$ cat config.mk
export PLATFORM = sky130hd
export DESIGN_NAME = xbar_bank_arbiter
export DESIGN_NICKNAME = d
export VERILOG_FILES = /design/src/rtl/xbar_bank_arbiter.sv
export SDC_FILE = /design/constraint.sdc
export NUM_CORES = 1
export LEC_CHECK = 0
export BUFFER_PORTS_ARGS = -buffer_cell sky130_fd_sc_hd__clkbuf_2
export CORE_ASPECT_RATIO = 2
export CORE_MARGIN = 4
export CORE_UTILIZATION = 55
export DETAILED_ROUTE_END_ITERATION = 8
export PLACE_DENSITY_LB_ADDON = 0.3
export SLEW_MARGIN = 5
export SYNTH_ARGS = -nofsm -noshare
export SYNTH_HDL_FRONTEND = slang
export SYNTH_SLANG_ARGS = --single-unit
$ cat constraint.sdc
create_clock -name clock -period 5.9 [get_ports clock]
set_input_delay 1.18 -clock clock [delete_from_list [all_inputs] [get_ports clock]]
set_output_delay 1.18 -clock clock [all_outputs]
set_load 0.01 [all_outputs]
$ cat src/rtl/xbar_bank_arbiter.sv
// Crossbar arbiter between multiplier-output sources and accumulate-buffer banks.
// Each bank runs its own credit-gated round-robin; a small FSM frames each tile.
module xbar_bank_arbiter #(
    parameter int NUM_SRC = 4,
    parameter int NUM_DST = 4,
    parameter int CREDITS = 4,
    localparam int CW = $clog2(CREDITS + 1),
    localparam int SW = (NUM_SRC > 1) ? $clog2(NUM_SRC) : 1,
    localparam int DW = (NUM_DST > 1) ? $clog2(NUM_DST) : 1
) (
    input  logic                          clock,
    input  logic                          reset,
    input  logic                          start,
    input  logic                          flush,
    input  logic [NUM_SRC-1:0]            req_valid,
    input  logic [NUM_SRC-1:0][DW-1:0]    req_dst,
    input  logic [NUM_DST-1:0]            credit_return,
    output logic [NUM_SRC-1:0]            grant,
    output logic [NUM_DST-1:0]            dst_valid,
    output logic [NUM_DST-1:0][SW-1:0]    dst_src,
    output logic                          src_stall,
    output logic                          busy,
    output logic                          tile_done,
    output logic                          credit_err
);

    typedef enum logic [1:0] {IDLE, ACTIVE, DRAIN, DONE} state_t;

    state_t state_q;
    logic   busy_q;
    logic   tile_done_q;
    logic   credit_err_q;
    logic   credit_err_d;
    logic   grant_en;
    logic   all_full;

    logic [NUM_DST-1:0]         bank_hit;
    logic [NUM_DST-1:0][SW-1:0] bank_win;
    logic [NUM_DST-1:0]         bank_full;
    logic [NUM_DST-1:0]         bank_overflow;

    assign grant_en = (state_q == ACTIVE) || (state_q == DRAIN);
    assign all_full = &bank_full;

    for (genvar gi = 0; gi < NUM_DST; gi++) begin : g_bank
        logic [NUM_SRC-1:0] cand;
        logic               raw_hit;
        logic [SW-1:0]      raw_win;
        logic [CW-1:0]      credit_d, credit_q;
        logic [SW-1:0]      rr_d, rr_q;
        logic [SW-1:0]      src_d, src_q;
        logic               valid_d, valid_q;

        always_comb begin
            cand = '0;
            for (int s = 0; s < NUM_SRC; s++) begin
                cand[s] = req_valid[s] && (req_dst[s] == DW'(gi));
            end
        end

        // Rotating search starting at rr_q; the first candidate found wins.
        always_comb begin
            int idx;
            raw_hit = 1'b0;
            raw_win = '0;
            idx     = 0;
            for (int k = 0; k < NUM_SRC; k++) begin
                idx = int'(rr_q) + k;
                if (idx >= NUM_SRC) begin
                    idx = idx - NUM_SRC;
                end
                if (!raw_hit && cand[idx]) begin
                    raw_hit = 1'b1;
                    raw_win = SW'(idx);
                end
            end
        end

        // The decision uses the registered count, so a return at zero cannot grant this cycle.
        assign bank_hit[gi] = raw_hit && grant_en && (credit_q != '0);
        assign bank_win[gi] = raw_win;

        always_comb begin
            credit_d           = credit_q;
            bank_overflow[gi]  = 1'b0;
            rr_d               = rr_q;
            src_d              = src_q;
            valid_d            = bank_hit[gi];
            if (bank_hit[gi] && !credit_return[gi]) begin
                credit_d = credit_q - CW'(1);
            end else if (!bank_hit[gi] && credit_return[gi]) begin
                if (credit_q == CW'(CREDITS)) begin
                    bank_overflow[gi] = 1'b1;
                end else begin
                    credit_d = credit_q + CW'(1);
                end
            end
            if (bank_hit[gi]) begin
                rr_d  = (raw_win == SW'(NUM_SRC - 1)) ? '0 : raw_win + SW'(1);
                src_d = raw_win;
            end
        end

        always_ff @(posedge clock) begin
            if (reset) begin
                credit_q <= CW'(CREDITS);
                rr_q     <= '0;
                src_q    <= '0;
                valid_q  <= 1'b0;
            end else begin
                credit_q <= credit_d;
                rr_q     <= rr_d;
                src_q    <= src_d;
                valid_q  <= valid_d;
            end
        end

        assign bank_full[gi] = (credit_q == CW'(CREDITS));
        assign dst_valid[gi] = valid_q;
        assign dst_src[gi]   = src_q;
    end

    always_comb begin
        grant = '0;
        for (int d = 0; d < NUM_DST; d++) begin
            if (bank_hit[d]) begin
                grant[bank_win[d]] = 1'b1;
            end
        end
    end

    assign src_stall    = |(req_valid & ~grant);
    assign credit_err_d = credit_err_q | (|bank_overflow);

    always_ff @(posedge clock) begin
        if (reset) begin
            credit_err_q <= 1'b0;
        end else begin
            credit_err_q <= credit_err_d;
        end
    end

    always_ff @(posedge clock) begin
        if (reset) begin
            state_q     <= IDLE;
            busy_q      <= 1'b0;
            tile_done_q <= 1'b0;
        end else begin
            case (state_q)
                IDLE: begin
                    tile_done_q <= 1'b0;
                    if (start) begin
                        state_q <= ACTIVE;
                        busy_q  <= 1'b1;
                    end
                end
                ACTIVE: begin
                    if (flush) begin
                        state_q <= DRAIN;
                    end
                end
                DRAIN: begin
                    if (!(|req_valid) && all_full) begin
                        state_q     <= DONE;
                        tile_done_q <= 1'b1;
                    end
                end
                default: begin
                    state_q     <= IDLE;
                    busy_q      <= 1'b0;
                    tile_done_q <= 1'b0;
                end
            endcase
        end
    end

    assign busy       = busy_q;
    assign tile_done  = tile_done_q;
    assign credit_err = credit_err_q;

endmodule

==> results by group, run 1 <==
Cells and area
  – Util after Layout: 64.2%
  – Ant. Diodes: 0
  – Filler Cell Count: 424
  – Sequential cell area: 741 um2
  – Commonest non-fill, non-tap cells in the layout: 39 x clkbuf_2, 37 x dfxtp_1, 28 x nor2_1, 28 x ha_1, 27 x inv_1
  – Most common cell after layout, fill and taps aside: clkbuf_2
  – Final nets: 393
  – Layout cells sized above 1: 16.4%
  – Synth-to-layout area growth: 11.3%
  – Area of the multi-input gates: 1650 um2

Logic synthesis
  – Number of synthesized flops with an enable pin: 0
  – Yosys top cell area share: 29.0%
  – Synth Flop Type: dfxtp_1
  – Synth Register Bits: 37
  – Mapped Nets: 358
  – Cell Area, Synth: 2550 um2
  – Yosys cell types: 46
  – Top post-synthesis cells by area: dfxtp_1 29%, ha_1 14%, a21oi_1 4.1%, nor2_1 4.1%, inv_1 4.0%
  – Post-synthesis sequential area ratio: 29.0%
  – Mapped Cells: 306
  – Synth warn: 0
  – Average size of a mapped cell: 8.35 um2
  – Asr flop ratio synth: 0%
  – Synth area leader: dfxtp_1

Floorplanning
  – Core Rows: 34
  – Starting Density: 57.7%
  – Chip height: 104 um
  – Die Footprint: 5860 um2
  – # IOs: 40
  – Die Wd: 56.2 um
  – Core area: 4420 um2

Global routing
  – Largest net degree at the start of global routing: 41
  – Initial antenna violation count: 0
  – Vias in the first global route: 2,233
  – First-pass GRT wire length: 9720 um
  – GRT Total Usage: 19.9%
  – Total grt overflow: 0

Clock network
  – Hold-fix buffers at CTS: 0
  – CTS clk-pin slew, worst paths: 70 ps
  – CTS Sinks: 37
  – Clock Tree Root: clkbuf_8
  – Setup Fix Bufs, Post-CTS: 0
  – Post-CTS Resized: 0
  – Bufs on Longest Clock Path: 2
  – CTS Buf Count: 5
  – TritonCTS clock tree: done
  – Clock latency on the worst-skew pair: 280 ps
  – Htree depth: 2

Setup path
  – CP startpoint kind: input pin
  – CP endpoint kind: output port
  – WP data required: 4720 ps
  – Max FO, Critical Path: 6
  – Depth of the worst register-to-register path: 10
  – CP arrival: 3210 ps
  – Critical path class: in -> out

Timing
  – TNS Setup: 0 ps
  – Fin. Hold Viols: 0
  – Max-slew headroom: 40.8%
  – Worst Setup Slack, final: 1510 ps
  – Minimum clock period: 4390 ps
  – Setup violators final: 0
  – Worst-Margin Slew: 876 ps
  – Max Slew Vio Count: 0
  – Final worst-path cycle share: 74.4%
  – RSZ-0062 raised after global routing: false
  – Fmax: 228 MHz
  – Setup Skew: 7.88 ps

Worst hold path
  – Hold path depth: 2
  – Min-delay worst type: reg -> reg

Routing
  – Vias per cell: 5.92
  – Initial DRT Pass Iterations: 6
  – ANT nets after route: 0
  – DRT iter0 DRCs: 85
  – Drt drc: 0
  – Avg WL per Cell: 14.5 um
  – Drt total wl: 5730 um
  – Vias: 2,343

Run status
  – Outcome: completed

Pwr
  – Pwr dens: 326 nW/um2
  – Leak Pwr: 1.25 nW
  – VDD IR max: 235 uV

Place
  – Post-DP HPWL: 4610 um
  – PortBufs: 39
  – Post-Place Worst Slack: 1510 ps
  – Gpl congestion: 0.909

Flow run
  – Max-cap viol count: 0
## where the power goes
| part | total [mW] | switching (mW) | internal (mW) |
|---|---|---|---|
| logic | 0.420 | 0.255 | 0.165 |
| registers | 0.341 | 0.0436 | 0.297 |
| clock network | 0.166 | 0.0845 | 0.0818 |
| total | 0.927 | 0.383 | 0.544 |
## Yosys cell counts (2+ instances only)
library cell   n
nand3b_1      11
fa_1           4
a21oi_1       21
o221ai_1       6
o31a_1         2
xnor2_1        5
o22ai_1        3
xor2_1         2
and3b_1        3
o31ai_1        7
o21a_1         4
or3b_1         3
o21ai_0        9
or3_1          5
inv_1         27
a22oi_1        9
or3b_2         4
nand3_1        9
nand2_1       25
ha_1          28
nor3b_1        3
nor3_1         8
a41oi_2        3
nand4_1        4
buf_4          4
clkbuf_1       6
a211oi_1       4
and3_1         4
nor4_1         2
nor2_1        28
nor2b_1        2
dfxtp_1       37
## final cells by class
class                           instances  area share [%]
Clock buffer                            6            2.55
Clock inverter                          2           0.352
Sequential cell                        37            26.1
Multi-Input combinational cell        231            58.2
Tap cell                               54            2.38
Timing Repair Buffer                   39            6.87
Inverter                               27            3.57
## per-stage QoR
step	area, um2	total power [mW]	hold WS (ps)	cells
2_1_floorplan	2550	0.652	449	306
3_3_place_gp	2760	0.757	454	388
3_5_place_dp	2760	0.768	463	388
4_1_cts	2840	0.936	473	396
5_1_grt	2840	1.01	501	396
6_report	2840	0.927	472	396
## cells by family after synthesis
kind of cell    Yosys count  synth area share, %
compound gates           76                 21.1
xor+xnor                  7                 2.40
fa+ha+maj                32                 16.9
buf+inv                  38                 6.22
flops                    37                 29.0
mux                       1                0.392
simple gates            115                 24.0
## registers in the layout (all words and copies together) (netlist names)
register / cells
state_q: 2
busy: 1
g_bank.src_q: 8
g_bank.rr_q: 8
credit_err: 1
tile_done: 1
g_bank.credit_q: 12
g_bank.valid_q: 4
## routing by layer
metal / routed length, um / track usage (%) / vias up
li1: - / - / 1166
met1: 2220 / 21.5 / 1101
met2: 3100 / 37.4 / 59
met3: 199 / 2.48 / 17
met4: 208 / 8.15 / 0
met5: 0 / 0 / -
## worst max-delay path, cell delays in order
cell and delay [ps]:
clkbuf_2 130, or3b_2 510, a21oi_1 160, a2bb2oi_1 360
inv_1 120, ha_1 200, a22oi_1 210, nand3_1 110
nand4_1 90, clkbuf_2 130
## path summary, 6_finish.rpt
kind	endpoint	slack (ps)	startpoint
hold / removal	g_bank[1].src_q[0]	470	g_bank[1].src_q[0]
hold reg to reg	g_bank[1].src_q[0]	470	g_bank[1].src_q[0]
setup / recovery	src_stall	1510	req_valid[2]
setup reg to reg	g_bank[0].credit_q[2]	2600	state_q[0]
No activity file was read; power rests on OpenSTA's default activity.
==> run 2, diff against run 1 <==
CORE_UTILIZATION = 51   (was 55)
clock period = 3.7 ns   (was 5.9 ns; I/O delays follow)
==> results by group, run 2 (same netlist as run 1, synthesis figures left out) <==
Setup path
  – CP most frequent cell: clkbuf_2
  – Max FO, Critical Path: 6
  – Critical-path top delay cell: or3b_2
  – CP startpoint kind: input pin
  – Cells along the critical path: clkbuf_2 > or3b_2 > a21oi_1 > a2bb2oi_1 > inv_1 > ha_1 > a22oi_1 > nand3_1 > nand4_1 > clkbuf_2
  – CP endpoint kind: output port
  – CP arrival: 2750 ps
  – Worst R2R Start: state_q[0]
  – Crit path largest cell delay: 510 ps
  – Critical path class: in -> out
  – Crit path launch: req_valid[2]
  – WP data required: 2960 ps

Pwr
  – Tot Pwr: 1.64 mW
  – Leak Pwr: 1.29 nW
  – Pwr dens: 560 nW/um2
  – VDD IR max: 474 uV

Flow run
  – Max-cap viol count: 0

Cells and area
  – Most common cell after layout, fill and taps aside: clkbuf_2
  – Commonest non-fill, non-tap cells in the layout: 39 x clkbuf_2, 37 x dfxtp_1, 28 x nor2_1, 28 x ha_1, 27 x inv_1
  – Largest regs: g_bank.credit_q (12), g_bank.rr_q (8), g_bank.src_q (8)
  – Layout cells sized above 1: 17.9%
  – Largest register FFs: 12
  – Synth-to-layout area growth: 14.8%
  – Ant. Diodes: 0
  – Post-route insts no fill: 403
  – Post-route cell area: 2930 um2
  – Final nets: 397
  – Top reg by flops: g_bank.credit_q

Floorplanning
  – Core area: 4860 um2
  – Die Footprint: 6270 um2
  – Die Wd: 58.0 um
  – Chip height: 108 um
  – Core Rows: 36
  – # IOs: 40
  – Starting Density: 52.5%

Routing
  – Initial DRT Pass Iterations: 4
  – Drt total wl: 5970 um
  – DRT iter0 DRCs: 98
  – Avg WL per Cell: 14.8 um
  – ANT nets after route: 0
  – Vias per cell: 5.78
  – Vias: 2,329
  – Drt drc: 0

Timing
  – Setup Skew: 9.03 ps
  – TNS Setup: 0 ps
  – Fin. Hold Viols: 0
  – Max-slew headroom: 48.2%
  – Final worst-path cycle share: 94.3%
  – Minimum clock period: 3490 ps
  – Final hold slack: 470 ps
  – Setup violators final: 0
  – Fmax: 287 MHz
  – Worst-Margin Slew: 776 ps
  – Max Slew Vio Count: 0
  – RSZ-0062 raised after global routing: false

Place
  – Placed inst area: 2790 um2
  – PortBufs: 39
  – Post-DP HPWL: 4720 um
  – Gpl congestion: 0.837
  – DP Cell Count: 395

Global routing
  – Vias in the first global route: 2,188
  – Largest net degree at the start of global routing: 41
  – GRT Total Usage: 20.3%
  – Initial antenna violation count: 0
  – First-pass GRT wire length: 9980 um
  – Total grt overflow: 0

Clock network
  – Setup Fix Bufs, Post-CTS: 0
  – Htree depth: 2
  – Hold-fix buffers at CTS: 0
  – Post-CTS Resized: 0
  – TritonCTS clock tree: done
  – CTS clk-pin slew, worst paths: 80 ps
  – CTS Buf Count: 5
  – Bufs on Longest Clock Path: 2
  – Clock latency on the worst-skew pair: 290 ps
  – Clock Tree Root: clkbuf_8
  – CTS Sinks: 37

Worst hold path
  – Min-delay worst type: reg -> reg
  – Hold_sp: g_bank[1].src_q[0]

Run status
  – Outcome: completed
-- run 2: cell count changes in the layout (fill, tap and decap cells not counted), sizes merged --
cell	change
buf	+4
clkinv	-1
bufinv	+2
clkbuf	-1
-- run 2: critical path: cells and delay by family --
family                   cells  cell delay (ps)
buffers and inverters        3              400
adder cells (fa/ha/maj)      1              200
AND/OR/NAND/NOR              3              720
AO/OA/AOI/OAI                3              690
-- run 2: worst paths after layout --
| path | to | slack [ps] | cells past startpoint |
|---|---|---|---|
| worst max-delay path | src_stall | 210 | 10 |
| worst min-delay path | g_bank[1].src_q[0] | 470 | 2 |
| worst max register to register | g_bank[3].credit_q[2] | 910 | 9 |
| worst min register to register | g_bank[1].src_q[0] | 470 | 2 |
-- run 2: routing by layer --
layer | part of all wire [%] | GRT usage, % | wire length [um] | vias up
met3 | 4.2 | 3.11 | 252 | 17
met2 | 52 | 35.5 | 3100 | 59
met4 | 4.7 | 11.9 | 283 | 0
li1 | - | - | - | 1174
met5 | 0 | 0 | 0 | -
met1 | 39 | 22.5 | 2330 | 1079
-- run 2: layout make-up --
| type | count | area, um2 |
|---|---|---|
| inverters | 27 | 101 |
| clock buffers | 5 | 68.8 |
| flip-flops and latches | 37 | 741 |
| fillers | 469 | 1930 |
| repair buffers | 43 | 225 |
| clock inverters | 3 | 65.1 |
| well taps | 57 | 71.3 |
| multi-input cells | 231 | 1660 |
-- run 2: power breakdown --
part           switching (mW)  leakage (nW)  internal (mW)
clock                   0.147        0.0681          0.268
combinational           0.412         0.922          0.272
sequential             0.0703         0.301          0.474
-- run 2: stage by stage --
step | util, % | setup WS [ps]
final | 60.3 | 211
after global routing | 60.3 | 86.6
after CTS | 60.2 | 150
after detailed placement | 57.4 | 159
after global placement | 57.4 | 191
after floorplan | - | 398
==> run 3, diff against run 2 <==
clock period = 3.2 ns   (was 3.7 ns; I/O delays follow)
==> results by group, run 3 (same netlist as run 1, synthesis figures left out) <==
Timing
  – Max Slew Vio Count: 0
  – Setup violators final: 0
  – Final worst-path cycle share: 97.8%
  – Setup Skew: 6.54 ps
  – Fmax: 319 MHz
  – Fin. Hold Viols: 0
  – Max-slew headroom: 50.4%
  – TNS Setup: 0 ps
  – Worst Setup Slack, final: 69.7 ps
  – Worst-Margin Slew: 744 ps
  – Minimum clock period: 3130 ps
  – RSZ-0062 raised after global routing: false
  – Final hold slack: 462 ps

Cells and area
  – Commonest non-fill, non-tap cells in the layout: 39 x clkbuf_2, 37 x dfxtp_1, 28 x ha_1, 27 x inv_1, 27 x nor2_1
  – Ant. Diodes: 0
  – Synth-to-layout area growth: 19.0%
  – Util after Layout: 62.4%
  – Layout cells sized above 1: 22.7%
  – Largest regs: g_bank.credit_q (12), g_bank.rr_q (8), g_bank.src_q (8)
  – Top reg by flops: g_bank.credit_q
  – Final nets: 412
  – Largest register FFs: 12
  – Most common cell after layout, fill and taps aside: clkbuf_2

Global routing
  – Largest net degree at the start of global routing: 41
  – First-pass GRT wire length: 10,500 um
  – Met3 usage: 3.82%
  – Initial antenna violation count: 0
  – Met2 Usage GRT: 39.3%
  – GRT Total Usage: 21.6%
  – Vias in the first global route: 2,358
  – Layer with the highest usage: met2
  – Total grt overflow: 0
  – Met1 GRT Util: 21.6%

Clock network
  – Clock latency on the worst-skew pair: 290 ps
  – Clock Tree Root: clkbuf_8
  – CTS clk-pin slew, worst paths: 80 ps
  – Htree depth: 2
  – CTS Sinks: 37
  – Bufs on Longest Clock Path: 2
  – TritonCTS clock tree: done
  – CTS Buf Count: 5

Pwr
  – Tot Pwr: 1.85 mW
  – VDD IR max: 411 uV
  – Pwr dens: 609 nW/um2
  – Leak Pwr: 1.36 nW

Setup path
  – Max FO, Critical Path: 4
  – WP data required: 2560 ps
  – CP endpoint kind: output port
  – Critical path class: in -> out
  – CP startpoint kind: input pin
  – CP arrival: 2490 ps

Floorplanning
  – Core area: 4860 um2
  – Die Footprint: 6270 um2
  – # IOs: 40
  – Die Wd: 58.0 um
  – Core Rows: 36
  – Chip height: 108 um
  – Starting Density: 52.5%

Place
  – PortBufs: 39
  – Post-Place Worst Slack: -16.6 ps
  – Gpl congestion: 0.904
  – Post-DP HPWL: 5000 um

Routing
  – Drt total wl: 6340 um
  – Drt drc: 0
  – Avg WL per Cell: 15.2 um
  – ANT nets after route: 0
  – Vias per cell: 5.79
  – DRT iter0 DRCs: 96
  – Vias: 2,419
  – Initial DRT Pass Iterations: 4

Worst hold path
  – Min-delay worst type: reg -> reg

Run status
  – Outcome: completed

Flow run
  – Max-cap viol count: 0
==> run 3: final cells by class <==
type / count / area (um2)
Multi-Input combinational cell: 231 / 1690
Fill cell: 467 / 1830
Tap cell: 57 / 71.3
Sequential cell: 37 / 741
Inverter: 27 / 101
Timing Repair Buffer: 58 / 338
Clock buffer: 7 / 96.3
Clock inverter: 1 / 5.00
==> run 3: stage by stage <==
step	cell area, um2	std cells
2_1_floorplan	2560	306
6_report	3040	418
5_1_grt	3040	418
3_3_place_gp	2880	406
3_5_place_dp	2880	406
4_1_cts	2990	414
==> run 3: where the power goes <==
| group | internal (mW) | switching (mW) | total [mW] |
|---|---|---|---|
| clock network | 0.195 | 0.170 | 0.364 |
| registers | 0.548 | 0.0834 | 0.631 |
| logic | 0.357 | 0.497 | 0.854 |
==> run 3: path summary, 6_finish.rpt <==
kind	from	to	slack, ps	cells after the start
min	g_bank[3].src_q[0]	g_bank[3].src_q[0]	460	2
max reg2reg	state_q[1]	g_bank[0].credit_q[2]	450	10
max	req_dst[5]	src_stall	70	10
min reg2reg	g_bank[3].src_q[0]	g_bank[3].src_q[0]	460	2
==> run 3: repair_timing <==
item | in CTS | in global routing
pin swaps | 0 | 0
hold endpoints to repair | 0 | 0
setup endpoints to repair | 1 | 1
gates resized for setup | 2 | 8
setup buffers | 0 | 4
hold buffers | 0 | 0
==> run 3: worst max-delay path, cell delays in order <==
cell	delay [ps]
clkbuf_2	100
or3b_2	520
a21oi_1	180
a2bb2oi_2	230
inv_1	90
ha_1	190
a22oi_1	210
nand3_1	100
nand4_1	100
clkbuf_2	140
==> run 3: per-layer routing <==
metal | vias up | part of all wire [%]
met5 | - | 0
met4 | 0 | 4.0
met3 | 19 | 3.8
met2 | 53 | 55
met1 | 1144 | 37
li1 | 1203 | -
